### src/rtl/pipelined_csa_adder.sv
// pipelined_csa_adder: parametrised, pipelined carry-select adder/subtractor
// with valid/ready handshakes on both sides and a global-stall pipeline.
//
// Parameters
//   WIDTH  operand width (multiple of BLOCK)
//   BLOCK  bits per carry-select block
//   STAGES pipeline register stages, 1..WIDTH/BLOCK, dividing WIDTH/BLOCK
//
// Ports
//   clk, rst         clock, asynchronous active-high reset
//   in_valid/ready   operand handshake (in_ready is combinational)
//   A, B, cin, sub   operands; sub=1 computes A-B and ignores cin
//   out_valid/ready  result handshake
//   SUM              {carry_out, result}
//   ovf              two's-complement signed overflow of result
module pipelined_csa_adder #(
    parameter int unsigned WIDTH  = 32,
    parameter int unsigned BLOCK  = 4,
    parameter int unsigned STAGES = 2
) (
    input  logic             clk,
    input  logic             rst,
    input  logic             in_valid,
    output logic             in_ready,
    input  logic [WIDTH-1:0] A,
    input  logic [WIDTH-1:0] B,
    input  logic             cin,
    input  logic             sub,
    output logic             out_valid,
    input  logic             out_ready,
    output logic [WIDTH:0]   SUM,
    output logic             ovf
);

    localparam int unsigned NB  = WIDTH / BLOCK;
    localparam int unsigned BPS = NB / STAGES;   // blocks resolved per stage
    localparam int unsigned SW  = BPS * BLOCK;   // result bits resolved per stage

    logic             adv;
    logic [WIDTH-1:0] bx_in;
    logic             c0_in;

    // Global stall: everything moves unless a result is waiting unconsumed.
    assign adv      = !out_valid || out_ready;
    assign in_ready = adv;

    // Subtraction as A + ~B + 1.
    assign bx_in = sub ? ~B : B;
    assign c0_in = sub | cin;

    for (genvar s = 0; s < STAGES; s++) begin : g_stg
        // Operand bits still to be resolved, starting at bit s*SW.
        localparam int unsigned SRC_W = WIDTH - s * SW;

        logic [SRC_W-1:0]      a_src;
        logic [SRC_W-1:0]      bx_src;
        logic                  cy_src;
        logic                  vld_src;
        logic                  sa_src;
        logic                  sb_src;
        logic [SW-1:0]         blk_sum;
        logic [(s+1)*SW-1:0]   res_d;

        logic                  vld_q;
        logic                  cy_q;
        logic                  sa_q;
        logic                  sb_q;
        logic [(s+1)*SW-1:0]   res_q;

        // Stage source: the ports for stage 0, the previous register otherwise.
        if (s == 0) begin : g_src
            assign a_src   = A;
            assign bx_src  = bx_in;
            assign cy_src  = c0_in;
            assign vld_src = in_valid;
            assign sa_src  = A[WIDTH-1];
            assign sb_src  = bx_in[WIDTH-1];
            assign res_d   = blk_sum;
        end else begin : g_src
            assign a_src   = g_stg[s-1].g_up.a_q;
            assign bx_src  = g_stg[s-1].g_up.bx_q;
            assign cy_src  = g_stg[s-1].cy_q;
            assign vld_src = g_stg[s-1].vld_q;
            assign sa_src  = g_stg[s-1].sa_q;
            assign sb_src  = g_stg[s-1].sb_q;
            assign res_d   = {blk_sum, g_stg[s-1].res_q};
        end

        // Carry-select blocks: both candidate sums precomputed, carry picks one.
        for (genvar k = 0; k < BPS; k++) begin : g_blk
            logic           cy_in;
            logic           cout;
            logic [BLOCK:0] sum0;
            logic [BLOCK:0] sum1;

            if (k == 0) begin : g_cin
                assign cy_in = cy_src;
            end else begin : g_cin
                assign cy_in = g_blk[k-1].cout;
            end

            assign sum0 = {1'b0, a_src[k*BLOCK +: BLOCK]} + {1'b0, bx_src[k*BLOCK +: BLOCK]};
            assign sum1 = {1'b0, a_src[k*BLOCK +: BLOCK]} + {1'b0, bx_src[k*BLOCK +: BLOCK]}
                        + {{BLOCK{1'b0}}, 1'b1};
            assign {cout, blk_sum[k*BLOCK +: BLOCK]} = cy_in ? sum1 : sum0;
        end

        // Stage register: control, resolved low bits, carry and sign bits.
        always_ff @(posedge clk or posedge rst) begin
            if (rst) begin
                vld_q <= 1'b0;
                cy_q  <= 1'b0;
                sa_q  <= 1'b0;
                sb_q  <= 1'b0;
                res_q <= '0;
            end else if (adv) begin
                vld_q <= vld_src;
                cy_q  <= g_blk[BPS-1].cout;
                sa_q  <= sa_src;
                sb_q  <= sb_src;
                res_q <= res_d;
            end
        end

        // Unresolved operand bits carried forward to later stages.
        if (s < STAGES - 1) begin : g_up
            logic [SRC_W-SW-1:0] a_q;
            logic [SRC_W-SW-1:0] bx_q;

            always_ff @(posedge clk or posedge rst) begin
                if (rst) begin
                    a_q  <= '0;
                    bx_q <= '0;
                end else if (adv) begin
                    a_q  <= a_src[SRC_W-1:SW];
                    bx_q <= bx_src[SRC_W-1:SW];
                end
            end
        end
    end

    // Outputs come straight from the last stage register.
    assign out_valid = g_stg[STAGES-1].vld_q;
    assign SUM       = {g_stg[STAGES-1].cy_q, g_stg[STAGES-1].res_q};
    assign ovf       = (g_stg[STAGES-1].sa_q == g_stg[STAGES-1].sb_q)
                     && (g_stg[STAGES-1].res_q[WIDTH-1] != g_stg[STAGES-1].sa_q);

endmodule

### config.mk
export PLATFORM = sky130hd
export DESIGN_NAME = pipelined_csa_adder
export DESIGN_NICKNAME = d
export VERILOG_FILES = /design/src/rtl/pipelined_csa_adder.sv
export SDC_FILE = /design/constraint.sdc
export NUM_CORES = 1
export LEC_CHECK = 0
export CAP_MARGIN = 25
export CORE_MARGIN = 3
export CORE_UTILIZATION = 62
export CTS_BUF_LIST = sky130_fd_sc_hd__clkbuf_4 sky130_fd_sc_hd__clkbuf_8
export CTS_CLUSTER_DIAMETER = 60
export CTS_CLUSTER_SIZE = 14
export DETAILED_ROUTE_END_ITERATION = 10
export DONT_BUFFER_PORTS = 1
export PLACE_DENSITY = 0.78
export SLEW_MARGIN = 20
export SYNTH_ARGS = -nofsm -noshare
export SYNTH_HDL_FRONTEND = slang
export SYNTH_SLANG_ARGS = --single-unit
### constraint.sdc
create_clock -name clk -period 5.05 [get_ports clk]
set_input_delay 1.2625 -clock clk [delete_from_list [all_inputs] [get_ports clk]]
set_output_delay 1.2625 -clock clk [all_outputs]
set_load 0.02 [all_outputs]
==> results.tsv <==
stage	metric	value	unit
status	status	finished clean	
place	RePlAce Congestion	0.815	
synth	synthesized cell area	5470	sq um
sta	Rel. slew slack	40.2	%
floorplan	Die H	99.9	microns
critical_path	Critical Path End Type	register	
critical_path	Setup crit start kind	input port	
critical_path	CP peak stage delay	0.47	ns
detailed_routing	WL/cell	14.6	microns
cts	CTS root buf	clkbuf_8	
cts	Worst-path clk slew	0.09	ns
critical_path	Critical Path AT	4.32	ns
detailed_routing	DR vias	3885	
synth	number of synthesized flops with an enable pin	0	
final_layout	Area Overhead vs Synth	5.17	%
final_layout	most common cell after layout, fill and taps aside	nand2_1	
floorplan	number of cell rows	33	
sta	Max Slew Vio Count	0	
sta	final setup margin	0.945	ns
cts	# resized after CTS	0	
sta	Tmin final	4.10	ns
place	number of port buffers	0	
critical_path	WP buf/inv	2	
sta	TNS Setup	0	ns
detailed_routing	Initial DRT Pass Iterations	4	
job	Max-Cap Viols	0	
critical_path	delay-heaviest family, CP	compound AO/OA/AOI/OAI gates	
global_route	global route overflow	0	
synth	Yosys cell types	58	
synth	syn_nets	713	
synth	Mapped Cells	595	
detailed_routing	Vias/cell	5.59	
global_route	initial antenna violation count	0	
critical_path	WP data required	5.27	ns
synth	Synth Area per Inst	9.19	sq um
synth	Seq/Total Area, Yosys	39.4	%
power_and_ir_drop	PwrDens	440	nW/um^2
detailed_routing	DR DRC count	0	
cts	CTS Buf Count	9	
hold_path	worst hold-check path type	register to register	
detailed_routing	top sig layer	met4	
cts	Hold-fix buffers, CTS	0	
synth	async set or reset register ratio after synthesis	100	%
place	post-placement worst setup slack	0.568	ns
global_route	vias in the first global route	3884	
detailed_routing	DR iter-0 viols	126	
floorplan	full die area	9980	sq um
global_route	GRT Total Usage	21.7	%
sta	Final Cycle Share	81.3	%
critical_path	Slowest-stage cell, CP	fa_1	
critical_path	Setup CP Type	input port to register	
floorplan	Placeable Area	8380	sq um
synth	top_reg_cell synth	dfrtp_1	
cts	# H-tree levels	3	
floorplan	die width	99.9	microns
sta	skew final	0.0135	ns
sta	Final Hold Vio Count	0	
cts	CTS tree	built	
final_layout	n_diodes	0	
cts	clock insertion delay at the later pin of the skew report	0.36	ns
global_route	first-pass GRT wire length	17.6	mm
synth	YS warnings	0	
power_and_ir_drop	Pleak	2.70	nW
detailed_routing	Antenna Nets Post-Route	0	
cts	post-CTS setup buffers	0	
sta	final setup vio count	0	
sta	RSZ-0062 raised after global routing	false	
cts	CTS Sinks	86	
critical_path	crit-path max FO	37	
global_route	largest net degree at the start of global routing	101	
final_layout	most frequent cells in the layout	nand2_1 (152), dfrtp_1 (86), ha_1 (40)	
sta	Worst Tran Pin Value	0.896	ns
critical_path	critical path cell sequence	xor2_1 -> ha_1 -> inv_1 -> fa_1 -> inv_1 -> ha_1 -> o211ai_1 -> a2111oi_2 -> nor2_2 -> xnor2_2 -> a31oi_2 -> a211oi_4 -> mux2i_1 -> o21ai_1	
final_layout	share of cells above drive strength 1	7.29	%
detailed_routing	Post-Route WL	10.2	mm
floorplan	Starting Density	65.2	%
final_layout	final net count	703	
sta	fmax	244	MHz
synth	Yosys reg bits	86	
detailed_routing	routed length on met3	510	microns
detailed_routing	met2 WL post-DR	5.18	mm
cts	Clock Path Buffers	2	
floorplan	Top-Level Pins	106	
place	Final HPWL DP	7.75	mm
detailed_routing	M1 WL	4.30	mm
power_and_ir_drop	Max VDD drop	0.190	mV
==> synth_stat cells (2+ instances only) <==
cell       count  area (sq um)
xnor2_1       38           333
a21o_1        15           113
fa_1           8           160
dfrtp_1       86          2150
buf_1          4          15.0
nand2b_1      11          68.8
ha_1          40           500
clkbuf_1      19          71.3
nand3_1        9          45.0
and3_1         4          25.0
a31oi_1        2          12.5
buf_4          2          15.0
nor4b_1        2          17.5
a2111oi_2      3          45.0
mux2i_1        9          90.1
o21ai_1        2          10.0
o21ai_0       35           175
nand4_1        6          37.5
mux2_2         2          22.5
nor2b_1        6          37.5
nor2_1        25          93.8
xor2_1        32           280
inv_1         21          78.8
a21oi_1       29           145
nand2_1      152           571
==> logic make-up after synthesis <==
| group | Yosys count | share of synthesized area [%] |
|---|---|---|
| adders and majority gates | 48 | 12.1 |
| and+or+nand+nor | 225 | 18.0 |
| DFF | 86 | 39.4 |
| muxes | 12 | 2.31 |
| buffers and inverters | 46 | 3.29 |
| AOI/OAI and AO/OA | 106 | 13.2 |
| xor gates and xnor gates | 72 | 11.8 |
==> power by group <==
group / total [mW] / switching (mW) / leakage (nW) / internal (mW)
clock network: 0.486 / 0.250 / 0.0925 / 0.237
logic: 0.854 / 0.476 / 1.58 / 0.378
registers: 1.19 / 0.296 / 1.02 / 0.897
total: 2.53 / 1.02 / 2.70 / 1.51
==> layout make-up <==
cell class	count	area, sq um
fillers	680	2630
well taps	105	131
inverters	21	80.1
multi-input cells	463	3140
clock buffers	10	131
clock inverters	6	70.1
flip-flops and latches	86	2150
repair buffers	4	42.5
==> tightest hold or removal path, stage by stage, from the launching register on <==
cell and delay (ns):
dfrtp_1 0.35, nand2_1 0.05, nand2_1 0.04
==> path summary, 6_finish.rpt <==
kind                                                  startpoint                             end  slack (ns)  depth (start not counted)
worst max-delay path                                         sub  g_stg[0].res_q[13]$_DFFE_PP0P_        0.95                         14
worst min-delay path                  g_stg[0].vld_q$_DFFE_PP0P_      g_stg[0].vld_q$_DFFE_PP0P_        0.47                          2
worst max register to register  g_stg[0].g_up.a_q[0]$_DFFE_PP0P_  g_stg[1].res_q[29]$_DFFE_PP0P_        1.85                         10
worst min register to register        g_stg[0].vld_q$_DFFE_PP0P_      g_stg[0].vld_q$_DFFE_PP0P_        0.47                          2
max in group asynchronous                                    rst   g_stg[1].res_q[4]$_DFFE_PP0P_        3.53                          2
min in group asynchronous                                    rst   g_stg[1].res_q[0]$_DFFE_PP0P_        0.78                          1
==> flip-flops by register name, summed over array words and instances (netlist names) <==
register         count
g_stg.res_q         48
g_stg.g_up.bx_q     15
g_stg.cy_q           2
g_stg.g_up.a_q      15
g_stg.sb_q           2
g_stg.sa_q           2
g_stg.vld_q          1
out_valid            1
==> through the flow <==
step           hold slack, ns  area [sq um]  utilization [%]  total power, mW  instances
5_1_grt                 0.497          5750             68.6             2.73        695
3_3_place_gp            0.441          5530             66.0             2.02        678
2_1_floorplan           0.430          5470                -             1.89        595
3_5_place_dp            0.448          5530             66.0             2.07        678
4_1_cts                 0.470          5730             68.4             2.56        694
6_report                0.467          5750             68.6             2.53        695
==> metal layers <==
layer  GRT usage [%]  vias to the layer above
met5               0                        -
met4            7.35                        0
met3            4.03                       14
met2            37.8                       87
met1            27.0                     1815
li1                -                     1969
Power figures use the tool's default switching activity.
